===== config.mk =====
export PLATFORM = sky130hd
export DESIGN_NAME = bus_ctrl
export DESIGN_NICKNAME = d
export VERILOG_FILES = /design/src/rtl/bus_pkg.sv /design/src/rtl/bus_run_fsm.sv /design/src/rtl/bus_ctrl.sv
export SDC_FILE = /design/constraint.sdc
export NUM_CORES = 1
export LEC_CHECK = 0
export BUFFER_PORTS_ARGS = -buffer_cell sky130_fd_sc_hd__buf_2
export CELL_PAD_IN_SITES_DETAIL_PLACEMENT = 2
export CELL_PAD_IN_SITES_GLOBAL_PLACEMENT = 2
export CORE_UTILIZATION = 24
export DETAILED_ROUTE_END_ITERATION = 6
export GPL_TIMING_DRIVEN = 0
export PLACE_DENSITY_LB_ADDON = 0.12
export SYNTH_ARGS = -nofsm -noshare
export SYNTH_HDL_FRONTEND = slang
export SYNTH_SLANG_ARGS = --single-unit

===== constraint.sdc =====
create_clock -name i_clk -period 1.9 [get_ports i_clk]
set_input_delay 0.19 -clock i_clk [delete_from_list [all_inputs] [get_ports i_clk]]
set_output_delay 0.19 -clock i_clk [all_outputs]
set_load 0.05 [all_outputs]

===== src/rtl/bus_pkg.sv =====
// bus_pkg: shared types, default widths and helpers for the bus/run-control slice.
package bus_pkg;
   localparam int DEF_DATA_W = 8;
   localparam int DEF_N_SRC = 6;
   localparam int DEF_CNT_W = 8;
   typedef enum logic [1:0] {RUN, HALTED, STEP} run_state_t;
   // Clearing the lowest set bit leaves something only if two or more bits were set.
   function automatic logic isMulti(input logic [63:0] en);
      return (en & (en - 64'd1)) != 64'd0;
   endfunction
endpackage


===== src/rtl/bus_run_fsm.sv =====
// bus_run_fsm: run/halt/single-step FSM producing the datapath clock enable.
module bus_run_fsm
   import bus_pkg::*;
#(
   parameter int CONT_HALT = 1
) (
   input  logic i_clk,
   input  logic i_reset,
   input  logic i_contEvt,
   input  logic i_ctrlHlt,
   input  logic i_button,
   input  logic i_stepMode,
   output logic o_clkEn,
   output logic o_halted
);
   run_state_t state, nextState, runNext;
   logic r_btnPrev, r_hltMask, btnEdge;
   assign btnEdge = i_button & ~r_btnPrev;
   // The mask only survives the first enabled cycle after leaving HALTED.
   always_ff @(posedge i_clk) begin
      if (!i_reset) begin
         state     <= RUN;
         r_btnPrev <= 1'b0;
         r_hltMask <= 1'b0;
      end else begin
         state     <= nextState;
         r_btnPrev <= i_button;
         r_hltMask <= (state == HALTED) & btnEdge;
      end
   end
   always_comb begin
      runNext   = ((i_contEvt && CONT_HALT != 0) || (i_ctrlHlt && !r_hltMask) || i_stepMode) ? HALTED : RUN;
      nextState = (state == RUN)    ? runNext :
                  (state == HALTED) ? (btnEdge ? (i_stepMode ? STEP : RUN) : HALTED) : HALTED;
   end
   always_comb begin
      o_clkEn  = (state == RUN) || (state == STEP);
      o_halted = (state == HALTED);
   end
endmodule


===== src/rtl/bus_ctrl.sv =====
// bus_ctrl: one-hot N-source bus mux with keeper, contention statistics and run control.
module bus_ctrl
   import bus_pkg::*;
#(
   parameter int DATA_W    = DEF_DATA_W,
   parameter int N_SRC     = DEF_N_SRC,
   parameter int CNT_W     = DEF_CNT_W,
   parameter int CONT_HALT = 1
) (
   input  logic                    i_clk,
   input  logic                    i_reset,
   input  logic [N_SRC*DATA_W-1:0] i_srcData,
   input  logic [N_SRC-1:0]        i_srcEn,
   output logic [DATA_W-1:0]       o_bus,
   output logic                    o_busValid,
   input  logic                    i_ctrlHlt,
   input  logic                    i_button,
   input  logic                    i_stepMode,
   input  logic                    i_clrErr,
   output logic                    o_clkEn,
   output logic                    o_halted,
   output logic                    o_contention,
   output logic [CNT_W-1:0]        o_contCount,
   output logic [N_SRC-1:0]        o_lastContMask
);
   logic [DATA_W-1:0] r_keep, selData;
   logic multi, oneHot, contEvt;
   // OR of enabled sources is only used when exactly one is enabled.
   always_comb begin
      selData = '0;
      for (int k = 0; k < N_SRC; k++)
         selData = selData | (i_srcEn[k] ? i_srcData[k*DATA_W +: DATA_W] : '0);
   end
   assign multi      = isMulti(64'(i_srcEn));
   assign oneHot     = (|i_srcEn) & ~multi;
   assign contEvt    = multi & o_clkEn;
   assign o_bus      = oneHot ? selData : r_keep;
   assign o_busValid = oneHot;
   always_ff @(posedge i_clk) begin
      if (!i_reset) r_keep <= '0;
      else if (oneHot) r_keep <= selData;
   end
   // An event in the same cycle as a clear restarts the statistics at one.
   always_ff @(posedge i_clk) begin
      if (!i_reset || (i_clrErr && !contEvt)) begin
         o_contention   <= 1'b0;
         o_contCount    <= '0;
         o_lastContMask <= '0;
      end else if (contEvt) begin
         o_contention   <= 1'b1;
         o_contCount    <= i_clrErr ? CNT_W'(1) : (&o_contCount ? o_contCount : o_contCount + CNT_W'(1));
         o_lastContMask <= i_srcEn;
      end
   end
   bus_run_fsm #(.CONT_HALT(CONT_HALT)) u_fsm (
      .i_clk(i_clk), .i_reset(i_reset), .i_contEvt(contEvt), .i_ctrlHlt(i_ctrlHlt),
      .i_button(i_button), .i_stepMode(i_stepMode), .o_clkEn(o_clkEn), .o_halted(o_halted)
   );
endmodule


==> flow_metrics.tcl, run 1 <==
set metrics [dict create \
    grt_pass1_wl_um 10930 \
    fin_nets 356 \
    layout_commonest_cell "buf_2" \
    gp_routability_congestion 0.7460 \
    dp_slack_ns -0.2619 \
    numCtsBuffers 3 \
    reg2reg_depth 5 \
    worstPathArrival_ns 1.66 \
    hold_buffers 0 \
    track_usage_pct 18.94 \
    crit_buf_inv 4 \
    min_to "u_fsm.r_btnPrev$_SDFF_PN0_" \
    crit_path_top_delay_cell "o211a_4" \
    grt_pass1_vias 2110 \
    status "complete, no violations" \
    antenna_left 0 \
    clk_latency_ns 0.28 \
    avgSynthCellArea_um2 8.220 \
    area_growth_pct 47.56 \
    synth_warnings 0 \
    cts_tree "built" \
    clock_path_buffers 2 \
    synthCells 209 \
    hp-start "i_button" \
    worstHoldPathCells 2 \
    async_reset_ff_share_pct 0 \
    fin_area_mm2 0.002535 \
    cp_slowest_stage_delay_ns 0.28 \
    timing.fmax_mhz 539.9 \
    reg2reg_from "o_contCount[0]$_SDFFE_PP0P_" \
    viasPerCell 5.208 \
    netlist.area_leader.share_pct 31.46 \
    path_class "in -> out" \
    dp_hpwl_um 5283 \
    drive_gt1_share_pct 44.22 \
    layout_common_cells "buf_2, dfxtp_1, nor3_1, a22oi_1, nand2_1" \
    crit_fanout 10 \
    num-fill-cells 818 \
    p_per_area_mw_per_mm2 592.0 \
    critPathLaunchType "input port" \
    fp.dieH_um 86.61 \
    syn-num-nets 270 \
    setup_viol 0 \
    finalMaxSlewViolations 0 \
    root_buffer "clkbuf_8" \
    yosysSeqAreaShare_pct 31.46 \
    leakagePower_nw 1.036 \
    cp_common_cell "buf_6" \
    insertedDiodeCount 0 \
    yosys-top-cells-area "dfxtp_1, a22oi_1, a21oi_1" \
    rrSetupSlack_ns 0.12 \
    initial_utilization_pct 25.01 \
    ys_seq_elements 27 \
    synth_ff_type "dfxtp_1" \
    grt_max_degree 16 \
    skew_ns 0.002916 \
    drt_iter0_drc 28 \
    drtPass1Iterations 4 \
    min_period_ns 1.852 \
    numPlacedInstances 384 \
    setup_ws_ns 0.04786 \
    timing.final.crit_share_pct 97.48 \
    drc 0 \
    holdCritPathClass "in -> reg" \
    std_cell_rows 30 \
    dieArea_mm2 0.007500 \
    synth-edff-count 0 \
    dpl-instance-area_mm2 0.002352 \
    cap_viol_max_count 0 \
    io_pins 86 \
    synth.distinct_cells 49 \
    drt-wirelength-per-cell_um 17.96 \
    worst_slew_pin_slew_ns 0.6215 \
    cp-end-kind "primary output" \
    path_cells "buf_4 > xor2_1 > o211a_4 > or2_1 > buf_6 > buf_12 > a21oi_4 > buf_6" \
    cts_sinks 27 \
    coreArea_mm2 0.006869 \
    finalHoldViolCount 0 \
    clkTransAtPathRegs_ns 0.10 \
    slew-limit-headroom_pct 58.57 \
    synth_top_area_cell "dfxtp_1" \
    io_buffers 79 \
    worstReg2RegEnd "o_contCount[0]$_SDFFE_PP0P_" \
    critical_path.top_delay_family "buffers and inverters" \
    grt_overflow_total 0 \
    dieWidth_um 86.61 \
    wirelength_um 7003 \
    final_cells 390 \
    h-tree-depth 1 \
    syn_area_mm2 0.001718 \
    via_count 2031 \
    antenna_found_initial 0 \
    ir_drop_uv 251.1 \
    required_ns 1.71 \
]
-- cell usage after synthesis, drive strengths merged (2+ instances only) --
library cell  count
a211oi            9
nor2              3
or4               3
inv               6
a21oi            20
o41ai             3
nand3            10
and2              3
nand2            14
nor3b             4
and3              4
nand4b            2
a221oi            8
nor3             17
o211ai            9
buf              13
o31ai             2
nand4             2
or3               2
a22oi            16
o311ai            4
clkbuf            9
o21ai             3
or2               2
dfxtp            27
-- worst max-delay path by stage --
stage,start,end,slack [ns],cells after the start
floorplan,i_srcEn[1],o_bus[0],-0.0003,8
detailed placement,i_srcEn[2],o_bus[1],-0.26,10
global route,i_srcEn[5],o_bus[0],-0.02,8
global placement,i_srcEn[2],o_bus[0],-0.22,10
finish,i_srcEn[4],o_bus[0],0.05,8
CTS,i_srcEn[0],o_bus[2],0.005,7
-- metal layers --
layer	share of wire, %	GRT usage (%)
met5	0	0
met4	0.54	3.636
met3	4.3	2.476
met2	51	35.43
met1	44	23.13
-- what timing repair did --
action	4_1_cts	5_1_grt
setup buffers	1	3
endpoints found under the setup margin	9	14
pin swaps	1	3
gates resized for setup	27	7
-- worst register-to-register path, cell delays in order (launching register included) --
cell and delay (ns):
dfxtp_2 0.36, ha_1 0.25, nand4b_1 0.19, nor2_1 0.16, or3_4 0.37, a2111oi_2 0.35
-- registers in the layout, summed over array words and instances, names as in the netlist --
| register | flops |
|---|---|
| u_fsm.r_btnPrev | 1 |
| u_fsm.state | 2 |
| r_keep | 8 |
| u_fsm.r_hltMask | 1 |
| o_lastContMask | 6 |
| o_contention | 1 |
| o_contCount | 8 |
-- through the flow --
step	total power (W)	hold WS [ns]	TNS (ns)	util [%]
3_5_place_dp	0.001131	0.4231	-3.592	34.24
3_3_place_gp	0.001121	0.4148	-2.714	34.24
2_1_floorplan	0.0009713	0.3117	-0.0006553	-
5_1_grt	0.001582	0.1240	-0.04705	36.90
6_report	0.001501	0.1329	0	36.90
4_1_cts	0.001514	0.1322	0	36.39
-- cells by family after synthesis --
kind of cell             after synthesis  synth area share (%)
AND/OR/NAND/NOR                       70                 23.09
AO/OA/AOI/OAI                         81                 34.96
XOR/XNOR                               1                0.5099
flip-flops                            27                 31.46
buffers and inverters                 29                 9.249
adder cells (fa/ha/maj)                1                0.7282
-- final cells by class --
type	count	area [µm²]	share of cell area, %
clock buffer	3	41.29	1.629
tap	96	120.1	4.738
multi-input combinational	153	1166	46.00
timing repair buffer	83	470.5	18.56
inverter	7	26.28	1.037
sequential	27	543.0	21.42
buffer	20	162.7	6.417
clock inverter	1	5.005	0.1974
-- power breakdown --
group,switching (W),internal (W),leakage (nW),total (W)
clock,0.000197,0.000147,0.0255,0.000345
sequential,0.0000136,0.000594,0.222,0.000608
combinational,0.000351,0.000198,0.789,0.000549
total,0.000562,0.000939,1.04,0.00150
Power figures use the tool's default switching activity.
==> inputs of run 2 (changes only) <==
--- a/config.mk
+++ b/config.mk
@@ -8,6 +8,7 @@
 export BUFFER_PORTS_ARGS = -buffer_cell sky130_fd_sc_hd__buf_2
 export CELL_PAD_IN_SITES_DETAIL_PLACEMENT = 2
 export CELL_PAD_IN_SITES_GLOBAL_PLACEMENT = 2
+export CORE_MARGIN = 2
 export CORE_UTILIZATION = 24
 export DETAILED_ROUTE_END_ITERATION = 6
 export GPL_TIMING_DRIVEN = 0
==> run 2 against run 1 <==
Effect of this change: clock skew is 0.00069 ns lower; total power decreased by 0.74%; non-clock buffer count shrank 3; critical path type unchanged; via count up 1.2%; design area shrank 1.5%; die area grew 4.7%; utilization is 0.55 points lower; final cell count is 0.77% lower; worst hold slack got worse by 0.012 ns; clock-buffer cell count did not move; flip-flop and latch count is the same; register-to-register slack better by 0.02 ns.
==> flow_metrics.tcl, run 2 (synthesis results as in run 1) <==
set metrics [dict create \
    startpoint "i_srcEn[3]" \
    io_buffers 79 \
    gp_routability_congestion 0.7706 \
    setup_ws_ns 0.05991 \
    crit_path_top_delay_cell "o211a_1" \
    wirelength_um 6855 \
    status "complete, no violations" \
    grt_pass1_vias 2126 \
    h-tree-depth 1 \
    drt_iter0_drc 21 \
    path_class "in -> out" \
    cts_sinks 27 \
    min_period_ns 1.840 \
    dieArea_mm2 0.007851 \
    skew_ns 0.002230 \
    fp.dieH_um 88.61 \
    p_per_area_mw_per_mm2 596.4 \
    root_buffer "clkbuf_8" \
    path_cells "buf_4 > buf_8 > o211a_1 > buf_6 > or2_1 > buf_6 > a21oi_4 > buf_6" \
    drt-wirelength-per-cell_um 17.71 \
    rsz0062_at_grt "no" \
    fin_nets 353 \
    insertedDiodeCount 0 \
    antenna_left 0 \
    clock_path_buffers 2 \
    io_pins 86 \
    area_growth_pct 45.38 \
    ir_drop_uv 236.6 \
    grt_overflow_total 0 \
    num-fill-cells 820 \
    slew-limit-headroom_pct 58.96 \
    track_usage_pct 18.01 \
    clk_latency_ns 0.28 \
    cts_tree "built" \
    worstPathArrival_ns 1.65 \
    coreArea_mm2 0.006869 \
    grt_max_degree 18 \
    tns_ns 0 \
    cp_common_cell "buf_6" \
    cap_viol_max_count 0 \
    via_count 2055 \
    required_ns 1.71 \
    crit_buf_inv 5 \
    layout_common_cells "buf_2, dfxtp_1, nor3_1, a22oi_1, nand2_1" \
    finalHoldViolCount 0 \
    clkTransAtPathRegs_ns 0.10 \
    initial_utilization_pct 25.01 \
    drive_gt1_share_pct 43.64 \
    drtPass1Iterations 4 \
    hold_buffers 0 \
    layout_commonest_cell "buf_2" \
    critPathLaunchType "input port" \
    reg2reg_from "o_contCount[0]$_SDFFE_PP0P_" \
    crit_fanout 17 \
    cp-end-kind "primary output" \
    drc 0 \
    reg_top3 "o_contCount (8), r_keep (8), o_lastContMask (6)" \
    setup_viol 0 \
    finalMaxSlewViolations 0 \
    hp-start "i_button" \
    std_cell_rows 30 \
    grt_pass1_wl_um 10970 \
    dp_hpwl_um 5340 \
    timing.fmax_mhz 543.5 \
    numCtsBuffers 3 \
    viasPerCell 5.310 \
    cp_slowest_stage_delay_ns 0.23 \
    dieWidth_um 88.61 \
    timing.final.crit_share_pct 96.85 \
    antenna_found_initial 0 \
    dp_slack_ns -0.2568 \
    leakagePower_nw 1.026 \
    critical_path.top_delay_family "buffers and inverters" \
    holdCritPathClass "in -> reg" \
    worst_slew_pin_slew_ns 0.6061 \
]
run 2: changes by cell type in the layout (fill, tap and decap cells not counted), sizes merged:
cell    delta
buf        -6
clkbuf     +3
run 2: what timing repair did:
action | in CTS | in global routing
buffers inserted | 1 | 0
endpoints found under the setup margin | 9 | 11
pin swaps | 2 | 0
hold endpoints to repair | 0 | 0
gates resized for setup | 25 | 7
run 2: area by class of cell:
type                    count  area (µm²)  area share, %
well taps                  96       120.1          4.810
flip-flops and latches     27       543.0          21.74
clock buffers               3       41.29          1.653
clock inverters             1       5.005         0.2004
multi-input cells         153        1166          46.69
plain buffers              20       158.9          6.363
inverters                   7       26.28          1.052
repair buffers             80       436.7          17.48
run 2: where the power goes:
part           internal, W  total (W)  switching (W)  leakage, nW
logic             0.000189   0.000536       0.000347        0.778
registers         0.000594   0.000608      0.0000144        0.222
clock network     0.000147   0.000345       0.000197       0.0255
run 2: worst paths after layout:
path,end,slack [ns],depth (start not counted)
worst max-delay path,o_bus[2],0.06,8
worst min-delay path,u_fsm.r_btnPrev$_SDFF_PN0_,0.12,2
worst max register to register,o_contCount[0]$_SDFFE_PP0P_,0.14,5
worst min register to register,o_contention$_SDFFE_PP0P_,0.47,2
run 2: per-layer routing:
metal / GRT usage [%] / vias to the layer above / part of all wire (%)
met4: 3.719 / 0 / 0.92
li1: - / 987 / -
met3: 2.146 / 6 / 4.3
met1: 22.71 / 1006 / 44
met2: 32.95 / 56 / 50
met5: 0 / - / 0
run 2: through the flow:
step                utilization [%]  cell area [µm²]  std cells  hold slack, ns  power (W)
floorplan                         -             1837        209          0.3117  0.0009713
global placement              34.24             2352        384          0.4132   0.001123
detailed placement            34.24             2352        384          0.4097   0.001132
CTS                           36.14             2482        387          0.1194   0.001509
global route                  36.36             2497        387          0.1305   0.001573
finish                        36.36             2497        387          0.1206   0.001490
run 2: worst register-to-register path, cell delays in order (launching register included):
cell and delay [ns]:
dfxtp_2 0.36, ha_1 0.26, nand4b_1 0.18, nor2_1 0.15
or3_4 0.37, a2111oi_2 0.35
